File: src/rtl/ln_affine_pipe.sv
// Row-wise affine normalisation: out = sat8(((sat9(((x - mean) * inv_std) << alpha >> SHIFT_N) * gamma) >> SHIFT_G) + beta)
// Three registered stages with a single backpressure-driven enable and a four-state row controller.
module ln_affine_pipe #(
    parameter int COUNT     = 128,
    parameter int CNT_WIDTH = 8,
    parameter int SHIFT_N   = 8,
    parameter int SHIFT_G   = 6
) (
    input  logic               i_clk,
    input  logic               i_rstn,
    input  logic               i_start,
    input  logic signed [21:0] i_mean,
    input  logic        [7:0]  i_inv_std,
    input  logic        [1:0]  i_alpha,
    input  logic               i_valid,
    output logic               o_ready,
    input  logic signed [8:0]  i_x,
    input  logic signed [7:0]  i_gamma,
    input  logic signed [7:0]  i_beta,
    output logic               o_valid,
    input  logic               i_out_ready,
    output logic signed [7:0]  o_norm,
    output logic               o_last,
    output logic               o_done,
    output logic               o_err
);

    typedef enum logic [1:0] {
        IDLE  = 2'd0,
        RUN   = 2'd1,
        FLUSH = 2'd2,
        DONE  = 2'd3
    } state_t;

    localparam logic [CNT_WIDTH-1:0] LAST_IDX = CNT_WIDTH'(COUNT - 1);

    function automatic logic signed [8:0] sat9(input logic signed [34:0] v);
        logic signed [8:0] r;
        if (v > 35'sd255) begin
            r = 9'sd255;
        end else if (v < -35'sd256) begin
            r = 9'sh100;
        end else begin
            r = v[8:0];
        end
        return r;
    endfunction

    function automatic logic signed [7:0] sat8(input logic signed [16:0] v);
        logic signed [7:0] r;
        if (v > 17'sd127) begin
            r = 8'sd127;
        end else if (v < -17'sd128) begin
            r = 8'sh80;
        end else begin
            r = v[7:0];
        end
        return r;
    endfunction

    state_t                 state_q, state_d;
    logic signed [21:0]     mean_q;
    logic        [7:0]      inv_q;
    logic        [1:0]      alpha_q;
    logic [CNT_WIDTH-1:0]   in_cnt_q, out_cnt_q;
    logic                   s1_vld_q, s2_vld_q, vld_q, err_q;
    logic signed [22:0]     s1_d_q;
    logic signed [7:0]      s1_g_q, s1_b_q, s2_g_q, s2_b_q, norm_q;
    logic signed [8:0]      s2_n_q;

    logic                   en_s, acc_s, hs_s, last_s, start_ok_s;
    logic signed [22:0]     d_s;
    logic signed [34:0]     prod_n_s;
    logic signed [8:0]      n_s;
    logic signed [16:0]     prod_g_s, sum_s;
    logic signed [7:0]      norm_s;

    assign en_s       = !(vld_q && !i_out_ready);
    assign acc_s      = (state_q == RUN) && en_s && i_valid;
    assign hs_s       = vld_q && i_out_ready;
    assign last_s     = vld_q && (out_cnt_q == LAST_IDX);
    assign start_ok_s = (state_q == IDLE) && i_start;

    assign o_ready = (state_q == RUN) && en_s;
    assign o_valid = vld_q;
    assign o_norm  = norm_q;
    assign o_last  = last_s;
    assign o_done  = (state_q == DONE);
    assign o_err   = err_q;

    // Datapath arithmetic for all three stages; inv_std is zero-extended so it multiplies as unsigned.
    always_comb begin
        d_s      = $signed({{14{i_x[8]}}, i_x}) - $signed({mean_q[21], mean_q});
        prod_n_s = $signed({{12{s1_d_q[22]}}, s1_d_q}) * $signed({27'd0, inv_q});
        n_s      = sat9((prod_n_s <<< alpha_q) >>> SHIFT_N);
        prod_g_s = $signed({{8{s2_n_q[8]}}, s2_n_q}) * $signed({{9{s2_g_q[7]}}, s2_g_q});
        sum_s    = (prod_g_s >>> SHIFT_G) + $signed({{9{s2_b_q[7]}}, s2_b_q});
        norm_s   = sat8(sum_s);
    end

    // Row controller next-state logic.
    always_comb begin
        state_d = state_q;
        case (state_q)
            IDLE: begin
                if (i_start) state_d = RUN;
                else         state_d = IDLE;
            end
            RUN: begin
                if (acc_s && (in_cnt_q == LAST_IDX)) state_d = FLUSH;
                else                                 state_d = RUN;
            end
            FLUSH: begin
                if (hs_s && last_s) state_d = DONE;
                else                state_d = FLUSH;
            end
            DONE:    state_d = IDLE;
            default: state_d = IDLE;
        endcase
    end

    // State register.
    always_ff @(posedge i_clk or negedge i_rstn) begin
        if (!i_rstn) state_q <= IDLE;
        else         state_q <= state_d;
    end

    // Row parameters are frozen only when a row is accepted from IDLE.
    always_ff @(posedge i_clk or negedge i_rstn) begin
        if (!i_rstn) begin
            mean_q  <= 22'sd0;
            inv_q   <= 8'd0;
            alpha_q <= 2'd0;
        end else if (start_ok_s) begin
            mean_q  <= i_mean;
            inv_q   <= i_inv_std;
            alpha_q <= i_alpha;
        end
    end

    // Input/output element counters saturate at the last index so they never wrap inside a row.
    always_ff @(posedge i_clk or negedge i_rstn) begin
        if (!i_rstn) begin
            in_cnt_q  <= '0;
            out_cnt_q <= '0;
        end else if (start_ok_s) begin
            in_cnt_q  <= '0;
            out_cnt_q <= '0;
        end else begin
            if (acc_s && (in_cnt_q != LAST_IDX))   in_cnt_q  <= in_cnt_q + 1'b1;
            if (hs_s && (out_cnt_q != LAST_IDX))   out_cnt_q <= out_cnt_q + 1'b1;
        end
    end

    // Pipeline stages; everything freezes while the output is stalled, gamma/beta ride with the element.
    always_ff @(posedge i_clk or negedge i_rstn) begin
        if (!i_rstn) begin
            s1_vld_q <= 1'b0;
            s1_d_q   <= 23'sd0;
            s1_g_q   <= 8'sd0;
            s1_b_q   <= 8'sd0;
            s2_vld_q <= 1'b0;
            s2_n_q   <= 9'sd0;
            s2_g_q   <= 8'sd0;
            s2_b_q   <= 8'sd0;
            vld_q    <= 1'b0;
            norm_q   <= 8'sd0;
        end else if (en_s) begin
            s1_vld_q <= acc_s;
            s2_vld_q <= s1_vld_q;
            vld_q    <= s2_vld_q;
            if (acc_s) begin
                s1_d_q <= d_s;
                s1_g_q <= i_gamma;
                s1_b_q <= i_beta;
            end
            if (s1_vld_q) begin
                s2_n_q <= n_s;
                s2_g_q <= s1_g_q;
                s2_b_q <= s1_b_q;
            end
            if (s2_vld_q) norm_q <= norm_s;
        end
    end

    // A start outside IDLE is a protocol violation and is reported for one cycle.
    always_ff @(posedge i_clk or negedge i_rstn) begin
        if (!i_rstn) err_q <= 1'b0;
        else         err_q <= i_start && (state_q != IDLE);
    end

endmodule

File: config.mk
export PLATFORM = sky130hd
export DESIGN_NAME = ln_affine_pipe
export DESIGN_NICKNAME = d
export VERILOG_FILES = /design/src/rtl/ln_affine_pipe.sv
export SDC_FILE = /design/constraint.sdc
export NUM_CORES = 1
export LEC_CHECK = 0
export CELL_PAD_IN_SITES_DETAIL_PLACEMENT = 0
export CELL_PAD_IN_SITES_GLOBAL_PLACEMENT = 1
export CORE_MARGIN = 2
export CORE_UTILIZATION = 42
export CTS_CLUSTER_SIZE = 14
export DETAILED_ROUTE_END_ITERATION = 6
export PLACE_DENSITY = 0.72
export REMOVE_ABC_BUFFERS = 1
export SLEW_MARGIN = 20
export SYNTH_ARGS = -nofsm -noshare
export SYNTH_HDL_FRONTEND = slang
export SYNTH_SLANG_ARGS = --single-unit
File: constraint.sdc
create_clock -name i_clk -period 8.55 [get_ports i_clk]
set_clock_uncertainty 0.15 [all_clocks]
set_input_delay 0.855 -clock i_clk [delete_from_list [all_inputs] [get_ports i_clk]]
set_output_delay 0.855 -clock i_clk [all_outputs]
set_load 0.05 [all_outputs]
After elaboration in Yosys (flattened, before gate mapping). Cells that the tools add are included. Widths: inputs -> output; s select.

Flip-flop bits (word level): 126. Bits in latches: 0. Bits in writable memories: 0. Memory bits (read-only): 0. Bits of input ports: 62. Output and inout bits: 13. Memories kept: 0.

$add $sub $neg: 4. Multipliers: 2. Div/mod/pow operators: 0. $lt $le $gt $ge: 4. Eq/ne operators: 7. Shifts and indexed selects: 1. Muxes and demuxes: 12. Bitwise logic cells: 1. Reduce and logical (&&, ||, !) cells: 20.

Operator list (number): $mux 8 (6); $sshl 32x2->35 (1); $mul 23x9->32 (1); $gt 27x9->1 const B (1); $lt 27x9->1 const B (1); $sub 9x22->23 (1); $mux 9 (2); $mul 9x8->17 (1); $add 8x1->8 const B (2); $eq 8x7->1 const B (2); $ne 8x7->1 const B (2); $add 11x8->12 (1); $gt 12x8->1 const B (1); $lt 12x8->1 const B (1); $logic_and 1x1->1 (11); $pmux 2 s4 (1); $reduce_and 2->1 (3); $reduce_bool 2->1 (3); $eq 2x2->1 const B (2); $eq 2x1->1 const B (1); $logic_not 1->1 (2); $logic_not 2->1 (1); $mux 1 (2); $mux 2 (1); $not 1->1 (1).

Depth between registers and ports, before layout.
Depth in word-level cells: 8. Depth in mapped cells: 30. Mapped depth without buffers: 28.

Least setup slack after synthesis. Ideal clock, no wire load.

Path type: reg2reg. From: register s2_g_q[4]. To: register norm_q[1], in the netlist o_norm[1]. Data arrival time: 6177 ps. Slack: 2092 ps. Stages on the path, launching flop included: 29. Buffers on the path: 1. Clock period less this slack: 6458 ps. Cell sequence: dfrtp_1 > clkbuf_1 > nand2_1 > fa_1 > inv_1 > fa_1 > inv_1 > fa_1 > fa_1 > inv_1 > ha_1 > o21a_1 > o21a_1 > o21a_1 > o21a_1 > o21a_1 > o21a_1 > o21a_1 > o21ai_0 > nor2b_1 > xnor2_1 > ha_1 > a21oi_1 > o21ai_0 > xor2_1 > or3_1 > o31a_1 > nor2b_1 > o21ai_0.

Longest elaborated chain between the ends: 5. Elaborated cells between the ends (all ways): 6.

RTL lines: start: declaration (line 68) `logic signed [7:0] s1_g_q, s1_b_q, s2_g_q, s2_b_q, norm_q;`; start signal: assignment (line 179) `s2_g_q <= s1_g_q;`; $mul 9x8->17 * (line 96) `prod_g_s = $signed({{8{s2_n_q[8]}}, s2_n_q}) * $signed({{9{s2_g_q[7]}}, s2_g_q});`; $add 11x8->12 * (line 97) `sum_s = (prod_g_s >>> SHIFT_G) + $signed({{9{s2_b_q[7]}}, s2_b_q});`; $lt 12x8->1 (line 53) `end else if (v < -17'sd128) begin`; $mux 8 (line 53); $mux 8 * (line 51) `if (v > 17'sd127) begin`; end signal: assignment (line 182) `if (s2_vld_q) norm_q <= norm_s;`; end: declaration (line 68).

Every way passes the cells marked *; elsewhere a longest branch is shown, timed or not. A chain may end at the register's enable or synchronous reset.

Worst setup path after layout.
From: register s2_n_q[0]. To: register norm_q[2], in the netlist o_norm[2].

Longest elaborated chain between the ends: 5. Elaborated cells between the ends (all ways): 6.

RTL lines: start: declaration (line 69) `logic signed [8:0] s2_n_q;`; start signal: assignment (line 178) `s2_n_q <= n_s;`; $mul 9x8->17 * (line 96); $add 11x8->12 * (line 97); $lt 12x8->1 (line 53); $mux 8 (line 53); $mux 8 * (line 51).

Marked as above.

==> flow_metrics.env <==
export IMPL_status="finished, final reports clean"
export IMPL_cts_sinks=126
export IMPL_cp_slowest_stage_delay_ns=0.56
export IMPL_mostFrequentLayoutCells="307 x inv_1, 262 x nand2_1, 205 x fa_1, 141 x and2_1, 126 x dfrtp_1"
export IMPL_synth_top_cell_area_share_pct=25.2
export IMPL_async_reset_ff_share_pct=100
export IMPL_final_max_slew_viol_count=0
export IMPL_gp_congestion=0.842
export IMPL_cts_setup_buffers=0
export IMPL_synth_edf_count=0
export IMPL_largest_register_ffs=23
export IMPL_synth_top_area_cell="fa_1"
export IMPL_final_common_cell="inv_1"
export IMPL_routed_wl_mm=35.4
export IMPL_synth_area_top_cells="fa_1 25%, dfrtp_1 19%, ha_1 9.6%"
export IMPL_routedWlPerCell_um=14.6
export IMPL_fp_coreArea_um2=38500
export IMPL_grt_pass1_wl_mm=63.1
export IMPL_relSlewSlack_pct=41.0
export IMPL_placed_area_um2=17400
export IMPL_critPathRequiredTime_ns=8.74
export IMPL_diodes=0
export IMPL_grt_pass1_vias=13100
export IMPL_cp_top_family="adder cells"
export IMPL_design_area_um2=18000
export IMPL_worstPathMaxFanout=9
export IMPL_hold_viol=0
export IMPL_track_usage_pct=19.2
export IMPL_overflow=0
export IMPL_cts_buffers=17
export IMPL_dieArea_um2=40300
export IMPL_setup_ws_ns=1.71
export IMPL_rrSetupSlack_ns=1.71
export IMPL_post_place_ws_ns=1.71
export IMPL_cp_buffers_inverters=1
export IMPL_cts_clk_slew_worst_paths_ns=0.06
export IMPL_ctsHtreeMaxLevel=4
export IMPL_dieWidth_um=201
export IMPL_cp_end_kind="flip-flop"
export IMPL_die_h_um=201
export IMPL_cts_root_buf="clkbuf_16"
export IMPL_timing_max_cap_violations=0
export IMPL_drc=0
export IMPL_antenna_found_initial=0
export IMPL_area_growth_pct=10.6
export IMPL_cp_arrival_ns=7.03
export IMPL_drt_vias_per_instance=5.00
export IMPL_path_cells="nand2b_1, fa_1, fa_1, inv_1, fa_1, fa_1, ha_1, o21a_1, o21a_1, o21a_1, o21a_1, o21a_1, o21a_1, o21ai_0, nor2b_1, xnor2_1, ha_1, a21oi_1, o21ai_0, xor2_1, or3_1, o31a_1, nor2_1, o21ai_0"
export IMPL_finalCriticalPeriod_ns=6.84
export IMPL_ys_types=79
export IMPL_rsz0062_at_grt="no"
export IMPL_io_pins=75
export IMPL_syn_area_um2=16300
export IMPL_synth_seq_area_share_pct=19.4
export IMPL_ys_seq_elements=126
export IMPL_drtAntennaViolNets=0
export IMPL_setup_total_negative_slack_ns=0
export IMPL_final_nets=2280
export IMPL_grt_max_degree=72
export IMPL_hp_class="in -> async"
export IMPL_rows=72
export IMPL_insertion_delay_ns=0.47
export IMPL_slowest_stage="fa_1"
export IMPL_ctsHoldBuffers=0
export IMPL_first_iter_violations=387
export IMPL_path_class="reg -> reg"
export IMPL_clockBufferDepth=2
export IMPL_drive_above_1_share_pct=5.05
export IMPL_synth_area_per_cell_um2=8.72
export IMPL_cts_resized_gates=0
export IMPL_cts_tree="done"
export IMPL_crit_path_frequent_cell="o21a_1"
export IMPL_startpoint_type="flip-flop"
export IMPL_initial_utilization_pct=42.3
export IMPL_dr_total_vias=12100
export IMPL_synth_cells=1864
export IMPL_tightest_slew_ns=0.884
export IMPL_top_register="s1_d_q"
export IMPL_dp_hpwl_mm=28.3
export IMPL_port_buffers=74
export IMPL_yosysWarnings=0
export IMPL_top_regs="s1_d_q (23), mean_q (22), s2_n_q (9)"
export IMPL_post_route_period_util_pct=80.0
export IMPL_ys_flop_type="dfrtp_1"
export IMPL_setup_violations=0
export IMPL_fmax_mhz=146
export IMPL_drt_pass1_iter_count=5
==> kinds of logic after synthesis <==
logic type | after synthesis | share of synthesized area (%)
adder cells (fa/ha/maj) | 330 | 34.9
flip-flops | 126 | 19.4
multiplexers | 44 | 3.01
XOR/XNOR | 67 | 3.61
AO/OA/AOI/OAI | 279 | 11.1
buffers and inverters | 384 | 8.97
AND/OR/NAND/NOR | 634 | 19.0
==> synth_stat cells, types with 3 or more instances <==
cell,instances
a21oi_1,52
nand4b_1,4
nor2b_1,7
a211o_1,5
nor4_1,3
o21ai_0,94
nand2b_1,15
o21ai_1,11
nand2_1,263
or3_1,18
buf_1,5
o31ai_1,5
mux2i_1,14
a21oi_2,4
a21o_1,21
fa_1,205
clkbuf_1,64
and2_1,141
nand4_1,12
a31o_2,3
and3_1,13
a221o_1,3
nor2_1,86
o21a_1,14
ha_1,125
xor2_1,27
o22ai_1,12
nor3_1,26
xnor2_1,40
o21bai_1,4
a31oi_1,5
a211oi_1,8
mux2_2,29
nand3_1,26
o211ai_1,6
or2_2,5
o31a_1,3
buf_2,3
dfrtp_1,126
inv_1,307
nor3b_1,5
==> through the flow <==
stage / util [%] / std cells / hold WS (ns)
6_report: 46.7 / 2419 / 0.207
2_1_floorplan: - / 1789 / 0.283
4_1_cts: 46.7 / 2419 / 0.208
3_3_place_gp: 45.2 / 2387 / 0.292
5_1_grt: 46.7 / 2419 / 0.256
3_5_place_dp: 45.2 / 2387 / 0.304
==> layer usage <==
layer | share of wire (%) | global-route usage, % | routed length (um)
met5 | 0 | 0 | 0
met4 | 1.6 | 5.79 | 572
met3 | 2.3 | 3.23 | 822
met2 | 50 | 33.7 | 17600
met1 | 46 | 24.3 | 16400
==> path summary, 6_finish.rpt <==
check | endpoint | from | depth (start not counted)
worst min-delay path | mean_q[7] | i_rstn | 1
worst max register to register | o_norm[2] | s2_n_q[0] | 24
worst min register to register | s2_b_q[6] | s1_b_q[6] | 2
max in group asynchronous | o_valid | i_rstn | 2
worst max-delay path | o_norm[2] | s2_n_q[0] | 24
min in group i_clk | s2_b_q[6] | s1_b_q[6] | 2
==> final cells by class <==
class | instances | area [um2]
multi-input combinational | 1354 | 11700
clock buffer | 18 | 439
timing repair buffer | 80 | 787
sequential | 126 | 3150
tap | 518 | 648
inverter | 309 | 1160
clock inverter | 14 | 136
fill | 3824 | 20500
Power is not shown: default switching activity piles up to over one toggle a cycle in this logic, so the estimate is an artifact.
